<file path="config.mk">
export PLATFORM = sky130hd
export DESIGN_NAME = iterative_divider
export DESIGN_NICKNAME = d
export VERILOG_FILES = /design/src/rtl/iterative_divider_pkg.sv /design/src/rtl/iterative_divider_div_step.sv /design/src/rtl/iterative_divider.sv
export SDC_FILE = /design/constraint.sdc
export NUM_CORES = 1
export LEC_CHECK = 0
export CAP_MARGIN = 20
export CORE_AREA = 5 5 166 168
export DETAILED_ROUTE_END_ITERATION = 10
export DIE_AREA = 0 0 171 173
export PLACE_DENSITY = 0.67
export REMOVE_ABC_BUFFERS = 1
export SLEW_MARGIN = 15
export SYNTH_ARGS = -nofsm -noshare
export SYNTH_HDL_FRONTEND = slang
export SYNTH_SLANG_ARGS = --single-unit
</file>
<file path="constraint.sdc">
create_clock -name clock -period 3.8 [get_ports clock]
set_clock_uncertainty 0.1 [all_clocks]
set_input_delay 0.76 -clock clock [delete_from_list [all_inputs] [get_ports clock]]
set_output_delay 0.76 -clock clock [all_outputs]
set_load 0.02 [all_outputs]
</file>
<file path="src/rtl/iterative_divider_pkg.sv">
// Shared types and constants for the iterative restoring divider.
package iterative_divider_pkg;

    typedef enum logic [1:0] {
        IDLE,
        RUN,
        FIXUP,
        DONE
    } div_state_t;

    typedef struct packed {
        logic div_by_zero;
        logic overflow;
    } div_flags_t;

    // Cycles from acceptance to out_is_valid on the full-latency path.
    function automatic int unsigned div_latency(input int unsigned width,
                                                input int unsigned bits_per_cycle);
        return width / bits_per_cycle + 2;
    endfunction

endpackage

</file>
<file path="src/rtl/iterative_divider_div_step.sv">
// One restoring-division step: shift a dividend bit into the partial remainder and
// subtract the divisor when it fits.
module iterative_divider_div_step #(
    parameter int unsigned WIDTH = 32
) (
    input  logic [WIDTH:0] rem_in,
    input  logic           dividend_bit,
    input  logic [WIDTH:0] divisor,
    output logic [WIDTH:0] rem_out,
    output logic           quot_bit
);

    logic [WIDTH+1:0] diff;

    // rem_in < divisor always holds, so the shifted value fits WIDTH+1 bits and
    // diff[WIDTH+1] is a clean borrow.
    always_comb begin
        diff     = {rem_in, dividend_bit} - {1'b0, divisor};
        quot_bit = ~diff[WIDTH+1];
        rem_out  = quot_bit ? diff[WIDTH:0] : {rem_in[WIDTH-1:0], dividend_bit};
    end

endmodule

</file>
<file path="src/rtl/iterative_divider.sv">
// Multi-cycle restoring integer divider retiring BITS_PER_CYCLE quotient bits per clock.
// Optional build macro: DIVIDER_EARLY_OUT_EN (trivial operations go straight to DONE).
module iterative_divider
    import iterative_divider_pkg::*;
#(
    parameter int unsigned WIDTH          = 32,
    parameter int unsigned BITS_PER_CYCLE = 1
) (
    input  logic             clock,
    input  logic             reset_n,
    input  logic             flush,
    input  logic             in_is_valid,
    output logic             in_hold,
    input  logic [WIDTH-1:0] numer,
    input  logic [WIDTH-1:0] denom,
    input  logic             is_signed,
    output logic             out_is_valid,
    input  logic             out_hold,
    output logic [WIDTH-1:0] quotient,
    output logic [WIDTH-1:0] remainder,
    output logic             div_by_zero,
    output logic             overflow
);

    localparam int unsigned STEPS = div_latency(WIDTH, BITS_PER_CYCLE) - 2;
    localparam int unsigned CW    = (STEPS > 1) ? $clog2(STEPS) : 1;

    div_state_t       state;
    logic [CW-1:0]    count;
    logic [WIDTH-1:0] dq;
    logic [WIDTH:0]   rem;
    logic [WIDTH:0]   dvsr;
    logic             q_neg;
    logic             r_neg;
    div_flags_t       flags_pend;

    logic [WIDTH-1:0] numer_mag;
    logic [WIDTH-1:0] denom_mag;
    logic             denom_zero;
    logic             min_by_neg1;
    div_flags_t       flags_in;

    always_comb begin
        numer_mag            = (is_signed && numer[WIDTH-1]) ? -numer : numer;
        denom_mag            = (is_signed && denom[WIDTH-1]) ? -denom : denom;
        denom_zero           = (denom == '0);
        min_by_neg1          = is_signed && (numer == {1'b1, {(WIDTH-1){1'b0}}}) && (denom == '1);
        flags_in.div_by_zero = denom_zero;
        flags_in.overflow    = denom_zero || min_by_neg1;
    end

    always_comb begin
        in_hold = in_is_valid && !(state == DONE && !out_hold);
    end

    // dq starts as the dividend magnitude; quotient bits shift in behind the consumed bits.
    logic [WIDTH:0]            rem_chain [BITS_PER_CYCLE];
    logic [BITS_PER_CYCLE-1:0] q_bits;

    for (genvar i = 0; i < BITS_PER_CYCLE; i++) begin : g_step
        if (i == 0) begin : g_first
            iterative_divider_div_step #(.WIDTH(WIDTH)) u_div_step (
                .rem_in       (rem),
                .dividend_bit (dq[WIDTH-1]),
                .divisor      (dvsr),
                .rem_out      (rem_chain[0]),
                .quot_bit     (q_bits[BITS_PER_CYCLE-1])
            );
        end else begin : g_next
            iterative_divider_div_step #(.WIDTH(WIDTH)) u_div_step (
                .rem_in       (rem_chain[i-1]),
                .dividend_bit (dq[WIDTH-1-i]),
                .divisor      (dvsr),
                .rem_out      (rem_chain[i]),
                .quot_bit     (q_bits[BITS_PER_CYCLE-1-i])
            );
        end
    end

`ifdef DIVIDER_EARLY_OUT_EN
    logic early_out;

    always_comb begin
        early_out = denom_zero || min_by_neg1 || ({1'b0, numer_mag} < {1'b0, denom_mag});
    end
`endif

    always_ff @(posedge clock or negedge reset_n) begin
        if (!reset_n) begin
            state        <= IDLE;
            count        <= '0;
            dq           <= '0;
            rem          <= '0;
            dvsr         <= '0;
            q_neg        <= 1'b0;
            r_neg        <= 1'b0;
            flags_pend   <= '0;
            out_is_valid <= 1'b0;
            quotient     <= '0;
            remainder    <= '0;
            div_by_zero  <= 1'b0;
            overflow     <= 1'b0;
        end else if (flush) begin
            state        <= IDLE;
            out_is_valid <= 1'b0;
        end else begin
            unique case (state)
                IDLE: begin
                    if (in_is_valid) begin
                        dq         <= numer_mag;
                        rem        <= '0;
                        dvsr       <= {1'b0, denom_mag};
                        q_neg      <= is_signed && (numer[WIDTH-1] ^ denom[WIDTH-1]);
                        r_neg      <= is_signed && numer[WIDTH-1];
                        flags_pend <= flags_in;
                        count      <= CW'(STEPS - 1);
`ifdef DIVIDER_EARLY_OUT_EN
                        if (early_out) begin
                            quotient     <= denom_zero ? '1 : (min_by_neg1 ? numer : '0);
                            remainder    <= min_by_neg1 ? '0 : numer;
                            div_by_zero  <= flags_in.div_by_zero;
                            overflow     <= flags_in.overflow;
                            out_is_valid <= 1'b1;
                            state        <= DONE;
                        end else begin
                            state <= RUN;
                        end
`else
                        state <= RUN;
`endif
                    end
                end
                RUN: begin
                    rem   <= rem_chain[BITS_PER_CYCLE-1];
                    dq    <= {dq[WIDTH-1-BITS_PER_CYCLE:0], q_bits};
                    count <= count - 1'b1;
                    if (count == '0) begin
                        state <= FIXUP;
                    end
                end
                FIXUP: begin
                    // A zero divisor yields all-ones quotient bits, but sign fixup must not touch them.
                    quotient     <= flags_pend.div_by_zero ? '1 : (q_neg ? -dq : dq);
                    remainder    <= r_neg ? -rem[WIDTH-1:0] : rem[WIDTH-1:0];
                    div_by_zero  <= flags_pend.div_by_zero;
                    overflow     <= flags_pend.overflow;
                    out_is_valid <= 1'b1;
                    state        <= DONE;
                end
                DONE: begin
                    if (!out_hold) begin
                        out_is_valid <= 1'b0;
                        state        <= IDLE;
                    end
                end
                default: begin
                    state <= IDLE;
                end
            endcase
        end
    end

endmodule
</file>
==> flow_summary_export.csv <==
group,metric,value,unit
status,status,"finished, final reports clean",
grt,grt_pass1_vias,10150,
timing,finalCriticalPeriod,3569,ps
route,ant_nets,0,
clock_network,post_cts_buffers,0,
pwr,p_leak,5.828,nW
critical_path,endpoint_kind,"flop",
min_path,hold_class,"primary input to asynchronous set/reset pin",
critical_path,crit_chain,"inv_1 > ha_1 > inv_1 > fa_1 > a21oi_1 > o221ai_2 > o22ai_2 > o41ai_1 > a41oi_2 > a21oi_1 > or4b_1 > a32o_1 > a211o_1",
timing,slew_headroom,46.87,%
clock_network,clk_latency,440,ps
logic_synthesis,synth_edf_count,0,
logic_synthesis,ys_top_cells_by_count,"196 x nand2_1, 175 x dfrtp_1, 145 x o21ai_0",
timing,worstMarginPinSlew,796.9,ps
clock_network,cts_num_sinks,175,
critical_path,crit_slowest_cell,"or4b_1",
place,port-buffer-count,137,
grt,grt_util_met3,3.904,%
critical_path,cpPeakStageDelay,510,ps
job,maxCapViolCount,0,
grt,grt-ovfl-total,0,
pwr,power_density,873.1,mW/mm^2
logic_synthesis,netlist_instances,1361,
die,die_h,173,microns
grt,met1_usage,28.70,%
route,vias_per_cell,5.645,
finish,syn_to_final_growth,21.34,%
timing,finalSetupViolCount,0,
timing,finalMaxSlewViolations,0,
die,die_w,171,microns
clock_network,clockBufferDepth,2,
critical_path,arrival,3790,ps
die,core.rowCount,59,
logic_synthesis,syn_area_per_cell,8.432,sq um
clock_network,numCtsBuffers,17,
pwr,power,12.16,mW
die,core-area,0.02576,sq mm
critical_path,cp-start-kind,"flop",
timing,rsz0062_at_grt,"false",
timing,finalCritPeriodShare,93.93,%
critical_path,critPathMaxFanout,3,
place,gp_congestion,0.8834,
timing,max_freq,280.2,MHz
clock_network,cts-root-buf,"clkbuf_16",
critical_path,path_buf_inv,2,
finish,final_area,0.01392,sq mm
grt,grt_use_met2,34.85,%
logic_synthesis,ys.flop_type,"dfrtp_1",
logic_synthesis,yosysMostFrequentCell,"nand2_1",
route,num_vias,10291,
logic_synthesis,yosysWarnings,0,
logic_synthesis,yosysTopAreaCell,"dfrtp_1",
logic_synthesis,yosysSeqAreaShare,38.16,%
grt,grt_use_total,21.38,%
die,start_util,44.54,%
route,first_iter_violations,693,
logic_synthesis,async_flop_share,100.0,%
critical_path,path_delay_family,"compound AO/OA/AOI/OAI gates",
logic_synthesis,yosysTopAreaCellShare,38.16,%
logic_synthesis,synth_cell_types,66,
logic_synthesis,synth-seq-cells,175,
place,dpl_cell_area,0.01328,sq mm
finish,stdcell_count,1823,
clock_network,path_clk_slew,80,ps
finish,drive_gt1_share,6.528,%
clock_network,cts_tree,"yes",
critical_path,cp_data_required_time,4020,ps
logic_synthesis,syn_area,0.01148,sq mm
route,routed_wl,31330,microns
pwr,ir_drop,0.0003511,V
route,wl_per_cell,17.19,microns
timing,finalHoldViolCount,0,
route,drt-pass1-iter-count,5,
die,ios,138,
grt,grt_pass1_wl,51910,microns
clock_network,h-tree-depth,4,
grt,antenna_found_initial,4,
place,hpwl,22800,microns
route,post-route-drc-count,0,
critical_path,critPathKind,"flop to flop",
grt,grt.busiest_layer,"met2",
logic_synthesis,synth_area_leaders,"dfrtp_1 38%, xor2_1 8.0%, nand2_1 6.4%, o21ai_0 6.3%, a21oi_1 4.8%",
place,placedCellCount,1788,
die,die_area,0.02958,sq mm
finish,nets,1587,
grt,grt_max_degree,83,
[per-stage QoR]
stage	hold WS, ps	setup TNS [ps]	utilization (%)	setup slack [ps]
after global routing	334.9	0	54.05	17.69
after global placement	351.0	0	51.53	25.02
final	268.2	0	54.05	230.9
after floorplan	338.6	-32420	-	-992.5
after CTS	296.9	0	53.92	218.0
after detailed placement	359.4	0	51.53	11.44
[worst paths after layout]
check / depth (start not counted) / from / slack [ps] / endpoint
max in group asynchronous: 2 / reset_n / 2350 / quotient[9]
worst max-delay path: 13 / dq[31] / 230 / rem[32]
min in group clock: 2 / quotient[0] / 370 / quotient[0]
worst min-delay path: 1 / reset_n / 270 / dvsr[14]
worst min register to register: 2 / quotient[0] / 370 / quotient[0]
worst max register to register: 13 / dq[31] / 230 / rem[32]
[state kept, by name, summed over array words and instances, names as in the netlist]
signal        flops
remainder        32
dvsr             32
quotient         32
overflow          1
div_by_zero       1
out_is_valid      1
flags_pend        2
dq               32
r_neg             1
q_neg             1
count             5
rem              33
state             2
[kinds of logic (layout without fill, tap and decap cells)]
family | count (synthesis) | after routing | share of synthesized area (%)
and+or+nand+nor | 443 | 443 | 18.41
AOI/OAI and AO/OA | 400 | 400 | 21.54
DFF | 175 | 175 | 38.16
xor gates and xnor gates | 152 | 152 | 11.60
buffers and inverters | 138 | 263 | 4.634
adders and majority gates | 44 | 44 | 4.863
muxes | 9 | 9 | 0.7850
other | 0 | 2 | 0
[cell usage in the layout (no fill, tap or decap), types with 5 or more instances in the layout]
cell type / count
a211oi_1: 5
a21o_1: 6
a21oi_1: 111
a22oi_1: 8
a32oi_1: 8
and2_1: 7
buf_12: 5
buf_4: 29
clkbuf_16: 17
clkdlybuf4s50_1: 136
dfrtp_1: 175
ha_1: 43
inv_1: 60
mux2i_1: 9
nand2_1: 196
nand2b_1: 12
nand3_1: 38
nand4_1: 13
nor2_1: 83
nor2b_1: 8
nor3_1: 16
nor4_1: 13
o211ai_1: 12
o21ai_0: 145
o21ai_1: 10
o311ai_0: 20
o31ai_1: 30
o41ai_1: 12
or3_1: 19
or4_1: 11
or4_4: 5
xnor2_1: 46
xor2_1: 105
[worst register-to-register path: stages, from the launching register on]
cell      delay [ps]
dfrtp_1          410
inv_1             90
ha_1             150
inv_1             50
fa_1             400
a21oi_1          280
o221ai_2         200
o22ai_2          180
o41ai_1          170
a41oi_2          300
a21oi_1          130
or4b_1           510
a32o_1           240
a211o_1          250
[layer usage]
| metal | vias to the layer above | part of all wire [%] |
|---|---|---|
| met4 | 4 | 2.5 |
| met5 | - | 0.086 |
| li1 | 5055 | - |
| met1 | 4909 | 45 |
| met2 | 268 | 47 |
| met3 | 55 | 5.2 |
[cell type report]
type,instances,area [sq um]
Antenna cell,2,5.005
Clock buffer,17,425.4
Clock inverter,15,191.4
Fill cell,2429,11840
Inverter,60,225.2
Multi-Input combinational cell,1048,6589
Sequential cell,175,4379
Tap cell,335,419.2
Timing Repair Buffer,171,1690
[report_power, final]
part	switching (mW)	total, mW	internal, mW
registers	0.758	3.41	2.65
clock network	0.896	1.85	0.953
logic	4.06	6.90	2.84
[what timing repair did]
item | in CTS | in global routing
hold buffers | 0 | 0
setup endpoints to repair | 0 | 1
gates resized for setup | 0 | 2
No activity file was read; power rests on OpenSTA's default activity.
